File: src/rtl/hash_nonce_scheduler.sv
// Nonce dispatcher and result writer for the bank of parallel hash engines.
// Hands out nonces 0..NUM_NONCES-1 to the lowest idle engine (one launch per
// cycle), captures each engine's final h0 and funnels the results through the
// single memory write port with a round-robin arbiter. The write address
// always follows the nonce, never the completion order.
module hash_nonce_scheduler #(
  parameter int NUM_ENG    = 4,
  parameter int NUM_NONCES = 16
) (
  input  logic                   i_clk,
  input  logic                   i_reset,
  input  logic                   i_start,
  input  logic [15:0]            i_output_addr,
  output logic                   o_done,
  output logic [NUM_ENG-1:0]     o_eng_start,
  output logic [31:0]            o_eng_nonce,
  input  logic [NUM_ENG-1:0]     i_eng_done,
  input  logic [32*NUM_ENG-1:0]  i_eng_hash,
  output logic                   o_mem_we,
  output logic [15:0]            o_mem_addr,
  output logic [31:0]            o_mem_write_data
);

  localparam int          RRW       = (NUM_ENG > 1) ? $clog2(NUM_ENG) : 1;
  localparam logic [16:0] NONCE_END = 17'(NUM_NONCES);

  typedef enum logic [1:0] {
    IDLE = 2'd0,
    RUN  = 2'd1,
    DONE = 2'd2
  } state_t;

  state_t             r_state;
  state_t             w_state_next;

  // Engine bookkeeping: busy from launch until its result is written,
  // pend from capture until its result is written.
  logic [NUM_ENG-1:0] r_busy;
  logic [NUM_ENG-1:0] r_pend;
  logic [NUM_ENG-1:0] w_busy_next;
  logic [NUM_ENG-1:0] w_pend_next;
  logic [15:0]        r_nonce_of [NUM_ENG];
  logic [31:0]        r_res      [NUM_ENG];
  logic [16:0]        r_next_nonce;
  logic [RRW-1:0]     r_rr;

  logic               w_job_init;
  logic               w_run;
  logic               w_have_nonce;
  logic               w_ln_found;
  logic [RRW-1:0]     w_ln_idx;
  logic [RRW-1:0]     w_ln_cand;
  logic               w_launch;
  logic               w_wr_found;
  logic [RRW-1:0]     w_wr_idx;
  logic [RRW-1:0]     w_wr_cand;
  logic [RRW-1:0]     w_rr_next;
  logic               w_write;
  logic [NUM_ENG-1:0] w_capture;

  // A job (re)starts only from IDLE or DONE; start during RUN is ignored.
  assign w_job_init   = i_start && ((r_state == IDLE) || (r_state == DONE));
  assign w_run        = (r_state == RUN);
  assign w_have_nonce = (r_next_nonce < NONCE_END);
  assign w_launch     = w_run && w_have_nonce && w_ln_found;
  assign w_write      = w_run && w_wr_found;
  assign w_capture    = w_run ? (i_eng_done & r_busy & ~r_pend) : '0;
  assign o_done       = (r_state == DONE);

  // Find the lowest-index idle engine; scanning downward lets the lowest win.
  always_comb begin
    w_ln_found = 1'b0;
    w_ln_idx   = '0;
    w_ln_cand  = '0;
    for (int i = NUM_ENG - 1; i >= 0; i--) begin
      w_ln_cand = RRW'(i);
      if (!r_busy[w_ln_cand]) begin
        w_ln_found = 1'b1;
        w_ln_idx   = w_ln_cand;
      end
    end
  end

  // Round-robin pick of the first pending result at or after the rr pointer.
  always_comb begin
    w_wr_found = 1'b0;
    w_wr_idx   = '0;
    w_wr_cand  = '0;
    for (int k = NUM_ENG - 1; k >= 0; k--) begin
      w_wr_cand = RRW'((int'(r_rr) + k) % NUM_ENG);
      if (r_pend[w_wr_cand]) begin
        w_wr_found = 1'b1;
        w_wr_idx   = w_wr_cand;
      end
    end
    w_rr_next = RRW'((int'(w_wr_idx) + 1) % NUM_ENG);
  end

  // Next busy/pend vectors: a launched engine becomes busy, a written engine
  // becomes free (relaunchable from the next edge), a capture marks pending.
  always_comb begin
    w_busy_next = r_busy;
    w_pend_next = r_pend;
    if (w_launch) begin
      w_busy_next[w_ln_idx] = 1'b1;
    end
    if (w_write) begin
      w_busy_next[w_wr_idx] = 1'b0;
      w_pend_next[w_wr_idx] = 1'b0;
    end
    w_pend_next = w_pend_next | w_capture;
  end

  // Job state register.
  always_ff @(posedge i_clk or posedge i_reset) begin
    if (i_reset) begin
      r_state <= IDLE;
    end else begin
      r_state <= w_state_next;
    end
  end

  // Job sequencing: finish once every nonce is handed out and every engine
  // has had its result written.
  always_comb begin
    w_state_next = r_state;
    case (r_state)
      IDLE: begin
        if (i_start) begin
          w_state_next = RUN;
        end
      end
      RUN: begin
        if ((r_next_nonce == NONCE_END) && (r_busy == '0)) begin
          w_state_next = DONE;
        end
      end
      DONE: begin
        if (i_start) begin
          w_state_next = RUN;
        end
      end
      default: w_state_next = IDLE;
    endcase
  end

  // Shared bookkeeping plus launch and write-port outputs; strobes default low
  // so they are single-cycle and stay quiet outside RUN.
  always_ff @(posedge i_clk or posedge i_reset) begin
    if (i_reset) begin
      r_busy           <= '0;
      r_pend           <= '0;
      r_next_nonce     <= '0;
      r_rr             <= '0;
      o_eng_start      <= '0;
      o_eng_nonce      <= '0;
      o_mem_we         <= 1'b0;
      o_mem_addr       <= '0;
      o_mem_write_data <= '0;
    end else begin
      o_eng_start <= '0;
      o_mem_we    <= 1'b0;
      if (w_job_init) begin
        r_busy       <= '0;
        r_pend       <= '0;
        r_next_nonce <= '0;
        r_rr         <= '0;
      end else if (w_run) begin
        r_busy <= w_busy_next;
        r_pend <= w_pend_next;
        if (w_launch) begin
          o_eng_start[w_ln_idx] <= 1'b1;
          o_eng_nonce           <= {16'b0, r_next_nonce[15:0]};
          r_next_nonce          <= r_next_nonce + 17'd1;
        end
        if (w_write) begin
          o_mem_we         <= 1'b1;
          o_mem_addr       <= i_output_addr + r_nonce_of[w_wr_idx];
          o_mem_write_data <= r_res[w_wr_idx];
          r_rr             <= w_rr_next;
        end
      end
    end
  end

  // Per-engine storage: the nonce handed to the engine and its captured h0.
  for (genvar g = 0; g < NUM_ENG; g++) begin : g_eng
    // Remember which nonce engine g is working on and latch its result.
    always_ff @(posedge i_clk or posedge i_reset) begin
      if (i_reset) begin
        r_nonce_of[g] <= '0;
        r_res[g]      <= '0;
      end else begin
        if (w_launch && (w_ln_idx == RRW'(g))) begin
          r_nonce_of[g] <= r_next_nonce[15:0];
        end
        if (w_capture[g]) begin
          r_res[g] <= i_eng_hash[32*g +: 32];
        end
      end
    end
  end

endmodule

File: config.mk
export PLATFORM = sky130hd
export DESIGN_NAME = hash_nonce_scheduler
export DESIGN_NICKNAME = d
export VERILOG_FILES = /design/src/rtl/hash_nonce_scheduler.sv
export SDC_FILE = /design/constraint.sdc
export NUM_CORES = 1
export LEC_CHECK = 0
export ABC_AREA = 1
export CAP_MARGIN = 20
export CORE_ASPECT_RATIO = 0.5
export CORE_MARGIN = 8
export CORE_UTILIZATION = 45
export DETAILED_ROUTE_END_ITERATION = 8
export PLACE_DENSITY = 0.72
export SLEW_MARGIN = 10
export SYNTH_ARGS = -nofsm -noshare
export SYNTH_HDL_FRONTEND = slang
export SYNTH_SLANG_ARGS = --single-unit
export TNS_END_PERCENT = 100
File: constraint.sdc
create_clock -name i_clk -period 16.1 [get_ports i_clk]
set_input_delay 2.415 -clock i_clk [delete_from_list [all_inputs] [get_ports i_clk]]
set_output_delay 2.415 -clock i_clk [all_outputs]
set_load 0.05 [all_outputs]
# After elaboration in Yosys (flattened, before gate mapping)
# Cells that the tools add are included.
dict set report word_totals {
  output_inout_bits 86
  word_cells 133
  ff_bits 290
  inputBits 151
}
dict set report classes {
  muxes 57
  reduce_logical 24
  magnitude_cmp 10
  bitwise_logic 10
  n_addsub 6
  eq_ne 8
}
# op n
set ops {}
lappend ops {{binary-select mux 32 bit (select 2 bit)} 1}
lappend ops {{2-to-1 mux 32 bit} 2}
lappend ops {{2-to-1 mux 17 bit} 3}
lappend ops {{2-to-1 mux 4 bit} 11}
lappend ops {{binary-select mux 16 bit (select 2 bit)} 1}
lappend ops {{2-to-1 mux 16 bit} 2}
lappend ops {{2-to-1 mux 2 bit} 13}
lappend ops {{less-than comparator 2 x 3 -> 1 bit, second input constant} 6}
lappend ops {{adder 17 x 1 -> 17 bit, second input constant} 1}
lappend ops {{equality test 17 x 5 -> 1 bit, second input constant} 1}
lappend ops {{less-than comparator 17 x 5 -> 1 bit, second input constant} 1}
lappend ops {{2-to-1 mux 1 bit} 17}
lappend ops {{adder 16 bit} 1}
lappend ops {{AND 4 bit} 4}
lappend ops {{logical AND 1 bit} 11}
lappend ops {{binary-select mux 1 bit (select 2 bit)} 4}
lappend ops {{inverter 4 bit} 2}
lappend ops {{OR 4 bit} 2}
lappend ops {{equality test 2 bit, second input constant} 3}
lappend ops {{AND reduction 2 bit} 3}
lappend ops {{AND reduction 3 bit} 2}
lappend ops {{nonzero test 2 bit} 3}
lappend ops {{adder 2 x 1 -> 2 bit, second input constant} 2}
lappend ops {{adder 2 bit, second input constant} 2}
lappend ops {{12 further kinds} 17}

# Longest topological paths before layout
# Gate-level depths: netlist of the first run.
dict set report depth {
  depth_word 17
  depth_mapped 25
  ltp_nobuf 22
}

# Least setup slack after synthesis of the first run
# No wires, ideal clock.
dict set report synth_path {
  kind {input to register}
  startpoint {input i_output_addr[0]}
  endpoint {register o_mem_addr[12]}
  arrival_time_ps 4157
  path_slack_ps 11877
  setup_ps 66
  required_ps 16034
  n_path_buf 0
  cell_stages 12
  path_cell_list {ha_1 inv_1 fa_1 nand3b_1 nand2_1 a21oi_1 o21ai_0 a21boi_0 o21ai_0 xor2_1 nand2_1 nand2_1}
}
dict set report synth_via {
  elab_chain_cells 1
}
# item line_no
set synth_rtl {}
lappend synth_rtl {{start, declared} 13} ;# input logic [15:0] i_output_addr,
lappend synth_rtl {{adder 16 bit} 178} ;# o_mem_addr <= i_output_addr + r_nonce_of[w_wr_idx];
lappend synth_rtl {{end signal, assigned} 178}
lappend synth_rtl {{end, declared} 20} ;# output logic [15:0] o_mem_addr,
# No other way between the ends.
# A chain may end at the register's enable or synchronous reset.

# Worst setup path in the final report of the first run
# Same ends and word-level chain as after synthesis.

==> metrics.md, run 1 <==
| Metric | Value |
|---|---|
| Final layout net count | `1748` |
| Worst slew pin tran | `982 ps` |
| Area grow syn2layout | `24.7%` |
| Class of the worst hold path | `register to register` |
| Vias in the first global route | `10.7k` |
| Die H | `137 um` |
| Max Slew Vio Count | `0` |
| Routed Antenna Nets | `0` |
| Routing usage on met2 | `0.360` |
| I/O pin count | `237` |
| Netlist cell types | `44` |
| Setup TNS | `0 ps` |
| Antenna violations before repair | `2` |
| # rows | `44` |
| Gate count of the mapped netlist | `1382` |
| Most frequent cells in the layout | `290 x dfrtp_1, 220 x clkdlybuf4s50_1, 200 x nand2_1` |
| Worst-path clk slew | `60 ps` |
| Grt ovf | `0` |
| Hold_ws | `461 ps` |
| Core area | `28900 um2` |
| Vias | `10.2k` |
| M1 GR Usage | `0.230` |
| Predominant post-synthesis flop cell | `dfrtp_1` |
| CTS Buf Count | `26` |
| First-pass GRT wire length | `55.9 mm` |
| Initial DRC Count | `790` |
| Synth area leader | `dfrtp_1` |
| Final setup viols | `0` |
| CP Data Arrival Time | `4910 ps` |
| Gpl congestion | `0.865` |
| Clk root buf | `clkbuf_16` |
| Max-Cap Viols | `0` |
| Asr flop ratio synth | `1.00` |
| DIE AREA | `35400 um2` |
| Initial core utilization | `0.457` |
| Setup Buffers After CTS | `0` |
| DRC | `0` |
| WL final | `35.0 mm` |
| CP required | `16570 ps` |
| Syn Std Cell Area | `13200 um2` |
| Rel. slew slack | `0.345` |
| Status | `finished clean` |
| H-tree Lvls | `1` |
| Die width | `258 um` |
| Fraction of layout instances using a drive strength above 1 | `0.0955` |
| Multi-input logic area | `4810 um2` |
| Port-buffer cells | `220` |
| Sequential cell area | `7260 um2` |
| Drt via density | `5.15` |
| Most used routing layer in global routing | `met2` |
| Top cells by area, synth | `dfrtp_1 55%, mux2_2 6.8%, nand2_1 5.7%, inv_1 5.2%, nor2_1 4.5%` |
| Aggregate global-route resource usage | `0.194` |
| Placed cell area | `15500 um2` |
| RSZ-0062 raised after global routing | `false` |
| Final hold vios | `0` |
| Drt wl/cell | `17.7 um` |
| Fin area | `16500 um2` |
| Startpoint type of the worst setup path | `primary input` |
| CP Max Fanout | `3` |
| Cts hold-fix bufs | `0` |
| Syn. warnings | `0` |
| Post-synth top area share | `0.550` |
| WS Path Type | `primary input to register` |
| Post-synth EDFFs | `0` |
| # fillers | `2536` |
| CTS resizes | `0` |
| Clock Tree Buf Depth | `3` |
| Final period utilization | `0.276` |
| Largest net degree at the start of global routing | `137` |
| Clock sink total | `290` |
| Sequential area share after synthesis | `0.550` |
| M3 GR Usage | `0.0291` |
| Crit end category | `register` |
| Most common cell after layout, fill and taps aside | `dfrtp_1` |
| Synthesized flop and latch total | `290` |
| Avg Inst Size Synth | `9.55 um2` |
| DRT Pass-1 Iters | `8` |
| Achievable Freq | `225 MHz` |
| Worst skew pair latency | `540 ps` |
| CTS tree | `yes` |
| Hpwl dp | `23.5 mm` |
| Post-route minimum period | `4440 ps` |
| Fin Clk Skew | `17.2 ps` |
-- logic make-up after synthesis --
| group | synth area share |
|---|---|
| multiplexers | 0.0705 |
| other | 0.000284 |
| AO/OA/AOI/OAI | 0.128 |
| flip-flops | 0.550 |
| AND/OR/NAND/NOR | 0.129 |
| buffers and inverters | 0.0907 |
| XOR/XNOR | 0.00797 |
| adder cells (fa/ha/maj) | 0.0233 |
-- critical path, cell delays in order --
cell	delay, ps
clkdlybuf4s50_1	460
ha_1	160
inv_1	50
fa_1	390
nand3b_1	170
nand2_1	120
a21oi_1	120
o21ai_0	270
a21boi_0	200
o21ai_0	230
xor2_1	160
nand2_1	60
nand2_1	90
-- flip-flops by register name (all words and copies together), names as in the netlist --
name and cells:
o_eng_start 4, o_eng_nonce 16, r_res 128, r_nonce_of 64, o_mem_write_data 32, r_state 2, r_busy 4, r_next_nonce 17
o_mem_addr 16, r_rr 2, o_mem_we 1, r_pend 4
-- worst paths after layout --
check | startpoint | end | slack [ps] | cells after the start
worst max-delay path | i_output_addr[0] | o_mem_addr[12] | 11660 | 13
worst min-delay path | r_nonce_of[27] | r_nonce_of[27] | 460 | 2
worst max register to register | r_rr[0] | o_mem_addr[11] | 11710 | 19
worst min register to register | r_nonce_of[27] | r_nonce_of[27] | 460 | 2
max in group asynchronous | i_reset | r_nonce_of[7] | 12060 | 3
min in group asynchronous | i_reset | r_res[17] | 2460 | 2
-- synth_stat cells (8+ instances only) --
library cell	n
dfrtp_1	290
nand2_1	201
inv_1	182
nor2_1	158
o21ai_0	92
mux2_2	80
a21oi_1	67
o211ai_1	54
a31oi_1	34
clkbuf_1	29
buf_4	26
nand3_1	25
ha_1	23
buf_2	21
o22ai_1	15
nand4_1	9
o21bai_1	9
buf_6	8
nor3_1	8
-- per-layer routing --
metal / vias to the layer above / wire length [um]
met1: 5048 / 14300
met3: 61 / 1450
met5: - / 0
met4: 0 / 999
li1: 4886 / -
met2: 231 / 18300
-- area by class of cell --
cell class,count,area share
diodes,2,0.000304
clock buffers,40,0.0483
repair buffers,233,0.142
inverters,185,0.0427
well taps,391,0.0297
flip-flops and latches,290,0.441
multi-input cells,837,0.293
clock inverters,7,0.00380
-- metrics by stage --
| stage | setup WS (ps) | util | std cells |
|---|---|---|---|
| floorplan | 5680 | - | 1397 |
| global placement | 11120 | 0.538 | 1934 |
| detailed placement | 11150 | 0.538 | 1934 |
| CTS | 11680 | 0.568 | 1981 |
| global route | 11360 | 0.569 | 1985 |
| finish | 11660 | 0.569 | 1985 |
Power of run 1 is left out: the tool's default activity adds up to more than one toggle a clock period on the data nets, which glitch-free logic cannot reach.
==> inputs of run 2 (changes only) <==
PLACE_DENSITY = 0.75   (was 0.72)
clock period = 3.8 ns   (was 16.1 ns; I/O delays follow)
==> run 2 against run 1 <==
Clock skew is 5.8 ps lower. Sequential share of layout area is 0.73 points lower. First-iteration DRC count is 19% lower. Worst hold slack better by 1.0 ps. Via count is 0.62% lower. Critical path depth is 9 higher. Largest cell class unchanged.
==> metrics.md, run 2 (synthesis results as in run 1) <==
| Metric | Value |
|---|---|
| Hold Crit Depth | `2 (unchanged)` |
| CP Data Arrival Time | `3890 ps (-1020 ps)` |
| Port-buffer cells | `220 (unchanged)` |
| Final period utilization | `0.911` |
| Initial core utilization | `0.457 (unchanged)` |
| Class of the worst hold path | `register to register` |
| Setup Buffers After CTS | `0 (unchanged)` |
| Setup TNS | `0 ps (unchanged)` |
| Worst skew pair latency | `550 ps (about the same)` |
| DIE AREA | `35400 um2 (unchanged)` |
| WL final | `34.6 mm (-1.2%)` |
| Antenna violations before repair | `6 (+4)` |
| Cells on worst reg2reg path | `22 (+3)` |
| Hold EP | `r_nonce_of[24]` |
| Max Slew Vio Count | `0 (unchanged)` |
| Slowest CP cell | `dfrtp_2` |
| Worst path depth | `22 (+9)` |
| Placed insts | `1948 (+0.72%)` |
| Clock Tree Buf Depth | `3 (unchanged)` |
| CP most frequent cell | `nand2_1` |
| Rel. slew slack | `0.369 (+0.0237)` |
| Max FFs per register | `128 (unchanged)` |
| RR Startpoint | `r_rr[0]` |
| Top reg by flops | `r_res` |
| Final layout net count | `1762 (+0.80%)` |
| H-tree Lvls | `1 (unchanged)` |
| Most frequent cells in the layout | `289 x dfrtp_1, 220 x clkdlybuf4s50_1, 200 x nand2_1` |
| Worst-path clk slew | `70 ps (about the same)` |
| Worst slew pin tran | `946 ps (-35.6 ps)` |
| Largest stage delay, worst path | `480 ps (+20 ps)` |
| Achievable Freq | `289 MHz` |
| Core area | `28900 um2 (unchanged)` |
| CP required | `4230 ps (-12340 ps)` |
| Final hold vios | `0 (unchanged)` |
| Worst hold start | `r_nonce_of[24]` |
| Drt via density | `5.07 (-1.6%)` |
| First-pass GRT wire length | `55.4 mm (-0.79%)` |
| Clk root buf | `clkbuf_16` |
| Vias | `10.2k (-0.62%)` |
| CP delay by family, top | `simple AND/OR/NAND/NOR gates` |
| Clock sink total | `290 (unchanged)` |
| CTS tree | `yes` |
| Critical Path Source | `r_rr[0]` |
| Die width | `258 um (unchanged)` |
| Reg2reg end | `o_mem_addr[11]` |
| CP Max Fanout | `13 (+10)` |
| Drt wl/cell | `17.3 um (-2.1%)` |
| R2r setup slk | `340 ps (-11370 ps)` |
| Fraction of layout instances using a drive strength above 1 | `0.110 (+0.0140)` |
| Post-route minimum period | `3460 ps` |
| Status | `finished clean` |
| Biggest regs | `r_res (128), r_nonce_of (64), o_mem_write_data (32)` |
| Worst Path Buf+Inv | `3 (+1)` |
| RSZ-0062 raised after global routing | `false` |
| Aggregate global-route resource usage | `0.194 (about the same)` |
| WS Path Type | `register to register` |
| Final setup viols | `0 (unchanged)` |
| Max-Cap Viols | `0 (unchanged)` |
| Hpwl dp | `23.6 mm (+0.40%)` |
| Initial DRC Count | `640 (-19%)` |
| # rows | `44 (unchanged)` |
| I/O pin count | `237 (unchanged)` |
| Vias in the first global route | `10.4k (-2.4%)` |
| Cell Count, Final, Fillers Out | `2004 (+0.96%)` |
| Startpoint type of the worst setup path | `register` |
| Worst path cell trace | `inv_2, nand2_1, nand3_1, nand2_1, nand3_2, nand2_1, nand2_1, nand2_1, buf_4, or2_1, a32oi_2, inv_2, ha_1, nand3_1, nand2_1, a21oi_2, o21ai_2, a21oi_1, o21ai_0, xor2_1, nand2_1, nand2_1` |
| Die H | `137 um (unchanged)` |
| Area grow syn2layout | `26.8%` |
| DRT Pass-1 Iters | `7 (-1)` |
| DRC | `0 (unchanged)` |
| Core Util, Final | `0.579 (+0.00970)` |
| Grt ovf | `0 (unchanged)` |
| Routed Antenna Nets | `0 (unchanged)` |
| Fin Clk Skew | `11.4 ps (-5.79 ps)` |
| Hold_ws | `462 ps (+0.996 ps)` |
| Most common cell after layout, fill and taps aside | `dfrtp_1` |
| Crit end category | `register` |
| Largest net degree at the start of global routing | `107 (-22%)` |
| CTS Buf Count | `27 (+3.8%)` |
| Gpl congestion | `0.856 (-1.1%)` |
run 2: changes by cell type in the layout (fill, tap and decap cells not counted), sizes merged:
cell      previous run  this run
clkbuf              40        39
clkinvlp             1         2
clkinv               6         5
buf                 13        26
bufinv               1         4
diode                2         6
run 2: how the worst max path moves through the flow:
| stage | endpoint | slack (ps) |
|---|---|---|
| final | o_mem_addr[11] | 340 |
| after global routing | o_mem_addr[11] | 20 |
| after CTS | o_mem_addr[12] | 100 |
| after detailed placement | o_mem_addr[12] | 6 |
| after global placement | o_mem_addr[12] | 170 |
| after floorplan | o_eng_nonce[0] | -620 |
run 2: layout make-up:
class	count	area, um2
antenna	6	15.0
timing repair buffer	246	2470
multi-input combinational	837	4830
clock inverter	10	160
clock buffer	39	811
fill	2485	12200
tap	391	489
sequential	290	7260
inverter	185	698
run 2: worst reg2reg max path, stage by stage (launching register included):
cell	delay, ps
dfrtp_2	480
inv_2	130
nand2_1	80
nand3_1	100
nand2_1	80
nand3_2	80
nand2_1	70
nand2_1	100
nand2_1	120
buf_4	200
or2_1	220
a32oi_2	250
inv_2	50
ha_1	270
nand3_1	70
nand2_1	100
a21oi_2	220
o21ai_2	110
a21oi_1	210
o21ai_0	130
xor2_1	160
nand2_1	70
nand2_1	60
run 2: metrics by stage:
step | setup WS, ps | area (um2)
floorplan | -617 | 13300
finish | 339 | 16700
CTS | 99.7 | 16700
global route | 24.4 | 16700
global placement | 171 | 15700
detailed placement | 6.21 | 15700
run 2: timing repair:
action | CTS | global route
hold buffers | 0 | 0
pin swaps | 0 | 1
resized for setup | 1 | 9
endpoints found under the setup margin | 1 | 5
cloned | 0 | 0
run 2: layer usage:
| metal | global-route usage | wire [um] | vias to the layer above |
|---|---|---|---|
| li1 | - | - | 4907 |
| met1 | 0.238 | 14500 | 4980 |
| met2 | 0.348 | 18000 | 217 |
| met4 | 0.0678 | 829 | 0 |
| met5 | 0 | 0 | - |
| met3 | 0.0298 | 1320 | 59 |
Power of run 2 is left out for the same reason.
==> inputs of run 3 (changes only) <==
--- a/config.mk
+++ b/config.mk
@@ -10,3 +10,3 @@
 export CORE_ASPECT_RATIO = 0.5
-export CORE_MARGIN = 8
+export CORE_MARGIN = 2
 export CORE_UTILIZATION = 45
@@ -14,2 +14,3 @@
 export PLACE_DENSITY = 0.75
+export SKIP_LAST_GASP = 1
 export SLEW_MARGIN = 10
--- a/constraint.sdc
+++ b/constraint.sdc
@@ -3,2 +3,2 @@
 set_output_delay 0.57 -clock i_clk [all_outputs]
-set_load 0.05 [all_outputs]
+set_load 0.005 [all_outputs]
==> run 3 against run 2 <==
Via count decreased by 0.44%. Worst hold slack got worse by 140 ps. Register-to-register slack improved by 20 ps. Cell count decreased by 0.40%. Critical path type unchanged. Largest cell class unchanged. Highest routed layer unchanged.
==> metrics.md, run 3 (synthesis results as in run 1) <==
| Metric | Value |
|---|---|
| Status | `finished clean` |
| CP Data Arrival Time | `3870 ps (-20 ps)` |
| Drt via density | `5.07 (about the same)` |
| Most used routing layer in global routing | `met2` |
| Tot Pwr | `17.9 mW` |
| Routing usage on met2 | `0.382 (+0.0340)` |
| First-pass GRT wire length | `54.0 mm (-2.6%)` |
| Cell Count, Final, Fillers Out | `1996 (-0.40%)` |
| PwrDens | `1080 nW/um2` |
| Rel. slew slack | `0.365 (-0.00390)` |
| Final layout net count | `1757 (-0.28%)` |
| Clock sink total | `290 (unchanged)` |
| Gpl congestion | `0.843 (-1.5%)` |
| M3 GR Usage | `0.0320 (+0.00217)` |
| Aggregate global-route resource usage | `0.220 (+0.0259)` |
| Post-route minimum period | `3440 ps (-19.9 ps)` |
| Biggest regs | `r_res (128), r_nonce_of (64), o_mem_write_data (32)` |
| Last element of the critical path | `o_mem_addr[12]` |
| Die H | `125 um (-8.8%)` |
| DRC | `0 (unchanged)` |
| Class of the worst hold path | `primary input to async pin` |
| RR Startpoint | `r_rr[0]` |
| Placed insts | `1944 (-0.21%)` |
| WL final | `33.3 mm (-3.9%)` |
| Most frequent cells in the layout | `289 x dfrtp_1, 220 x clkdlybuf4s50_1, 200 x nand2_1` |
| CP Max Fanout | `16 (+3)` |
| Most common cell after layout, fill and taps aside | `dfrtp_1` |
| CP required | `4230 ps (about the same)` |
| Die width | `246 um (-4.6%)` |
| Setup Buffers After CTS | `0 (unchanged)` |
| Pre-CTS setup slack | `74.6 ps (+68.4 ps)` |
| Critical Path Source | `r_rr[0]` |
| Core area | `28900 um2 (unchanged)` |
| Cts hold-fix bufs | `0 (unchanged)` |
| DIE AREA | `30800 um2 (-13%)` |
| Crit end category | `register` |
| Cells on worst reg2reg path | `19 (-14%)` |
| Largest net degree at the start of global routing | `115 (+7.5%)` |
| DRT Pass-1 Iters | `5 (-2)` |
| Hold_ws | `326 ps (-136 ps)` |
| Worst-path clk slew | `70 ps (about the same)` |
| I/O pin count | `237 (unchanged)` |
| Core Util, Final | `0.574 (-0.00511)` |
| Vias | `10.1k (-0.44%)` |
| Area grow syn2layout | `25.7%` |
| Final period utilization | `0.906 (-0.00525)` |
| Max Slew Vio Count | `0 (unchanged)` |
| Max-Cap Viols | `0 (unchanged)` |
| Grt ovf | `0 (unchanged)` |
| Max FFs per register | `128 (unchanged)` |
| Hpwl dp | `22.5 mm (-4.8%)` |
| Top reg by flops | `r_res` |
| RSZ-0062 raised after global routing | `true` |
| Achievable Freq | `291 MHz (+0.58%)` |
| Reg2reg end | `o_mem_addr[12]` |
| Placed cell area | `15700 um2 (-0.22%)` |
| Fin Clk Skew | `8.78 ps (-2.62 ps)` |
| M1 GR Usage | `0.279 (+0.0404)` |
| Final worst setup slack | `358 ps (+19.9 ps)` |
| Initial DRC Count | `671 (+4.8%)` |
| Routed Antenna Nets | `0 (unchanged)` |
| Fin area | `16600 um2 (-0.88%)` |
| Maximum vdd drop | `1.11 mV` |
| Worst skew pair latency | `540 ps (about the same)` |
| Clk root buf | `clkbuf_16` |
| Static Leakage | `7.97 nW` |
| Startpoint type of the worst setup path | `register` |
| Clock Tree Buf Depth | `3 (unchanged)` |
| CTS Buf Count | `26 (-3.7%)` |
| Fraction of layout instances using a drive strength above 1 | `0.105 (-0.00452)` |
| Setup TNS | `0 ps (unchanged)` |
| CTS tree | `yes` |
| Final setup viols | `0 (unchanged)` |
| Port-buffer cells | `220 (unchanged)` |
| Initial core utilization | `0.457 (unchanged)` |
| # rows | `44 (unchanged)` |
| WS Path Type | `register to register` |
| R2r setup slk | `360 ps (+20 ps)` |
| Vias in the first global route | `10.3k (-1.0%)` |
| Worst slew pin tran | `949 ps (+3.02 ps)` |
| Antenna violations before repair | `5 (-1)` |
| Drt wl/cell | `16.7 um (-3.5%)` |
| H-tree Lvls | `1 (unchanged)` |
| Final hold vios | `0 (unchanged)` |
==> run 3: changes by cell type in the layout (fill, tap and decap cells not counted), sizes merged <==
cell,change
clkbuf,-5
clkinv,+5
buf,-4
bufinv,-2
diode,-1
inv,-1
==> run 3: critical path: stages (launching register included) <==
cell and delay, ps:
dfrtp_2 480, xnor2_1 260, nand2_1 130, nand3_2 110, nand2_1 70, nand2_1 90
nand2_1 110, buf_4 210, or2_1 230, a32oi_2 240, fa_1 270, nand3b_1 120
nand2_1 110, a21oi_2 210, o21ai_1 120, a21boi_1 220, o21ai_1 100, xor2_1 140
nand2_1 60, nand2_1 50
==> run 3: cell type report <==
class	instances	area (um2)
Fill cell	2521	12300
Clock inverter	12	116
Timing Repair Buffer	242	2440
Multi-Input combinational cell	837	4830
Sequential cell	290	7260
Clock buffer	34	752
Inverter	185	698
Antenna cell	5	12.5
Tap cell	391	489
==> run 3: power by group <==
| part | internal, mW | total, mW | switching, mW |
|---|---|---|---|
| registers | 4.38 | 4.99 | 0.610 |
| logic | 4.12 | 10.2 | 6.07 |
| clock network | 1.53 | 2.70 | 1.18 |
==> run 3: layer usage <==
layer  wire length, um  part of all wire
met4              1050             0.032
met1             14300              0.43
met2             16900              0.51
met5                 0                 0
met3              1110             0.033
==> run 3: worst min-delay path by stage <==
stage,startpoint,to,slack [ps],depth (start not counted)
floorplan,r_nonce_of[20],r_nonce_of[20],430,2
global placement,r_nonce_of[24],r_nonce_of[24],440,2
detailed placement,r_nonce_of[22],r_nonce_of[22],450,2
CTS,i_reset,o_eng_nonce[15],310,2
global route,i_reset,o_eng_nonce[10],320,2
finish,i_reset,o_eng_nonce[15],330,2
==> run 3: repair_timing <==
action                                 in CTS  in global routing
setup endpoints to repair                   0                  5
resized for setup                           0                  8
endpoints found under the hold margin       0                  0
Power figures use the tool's default switching activity.
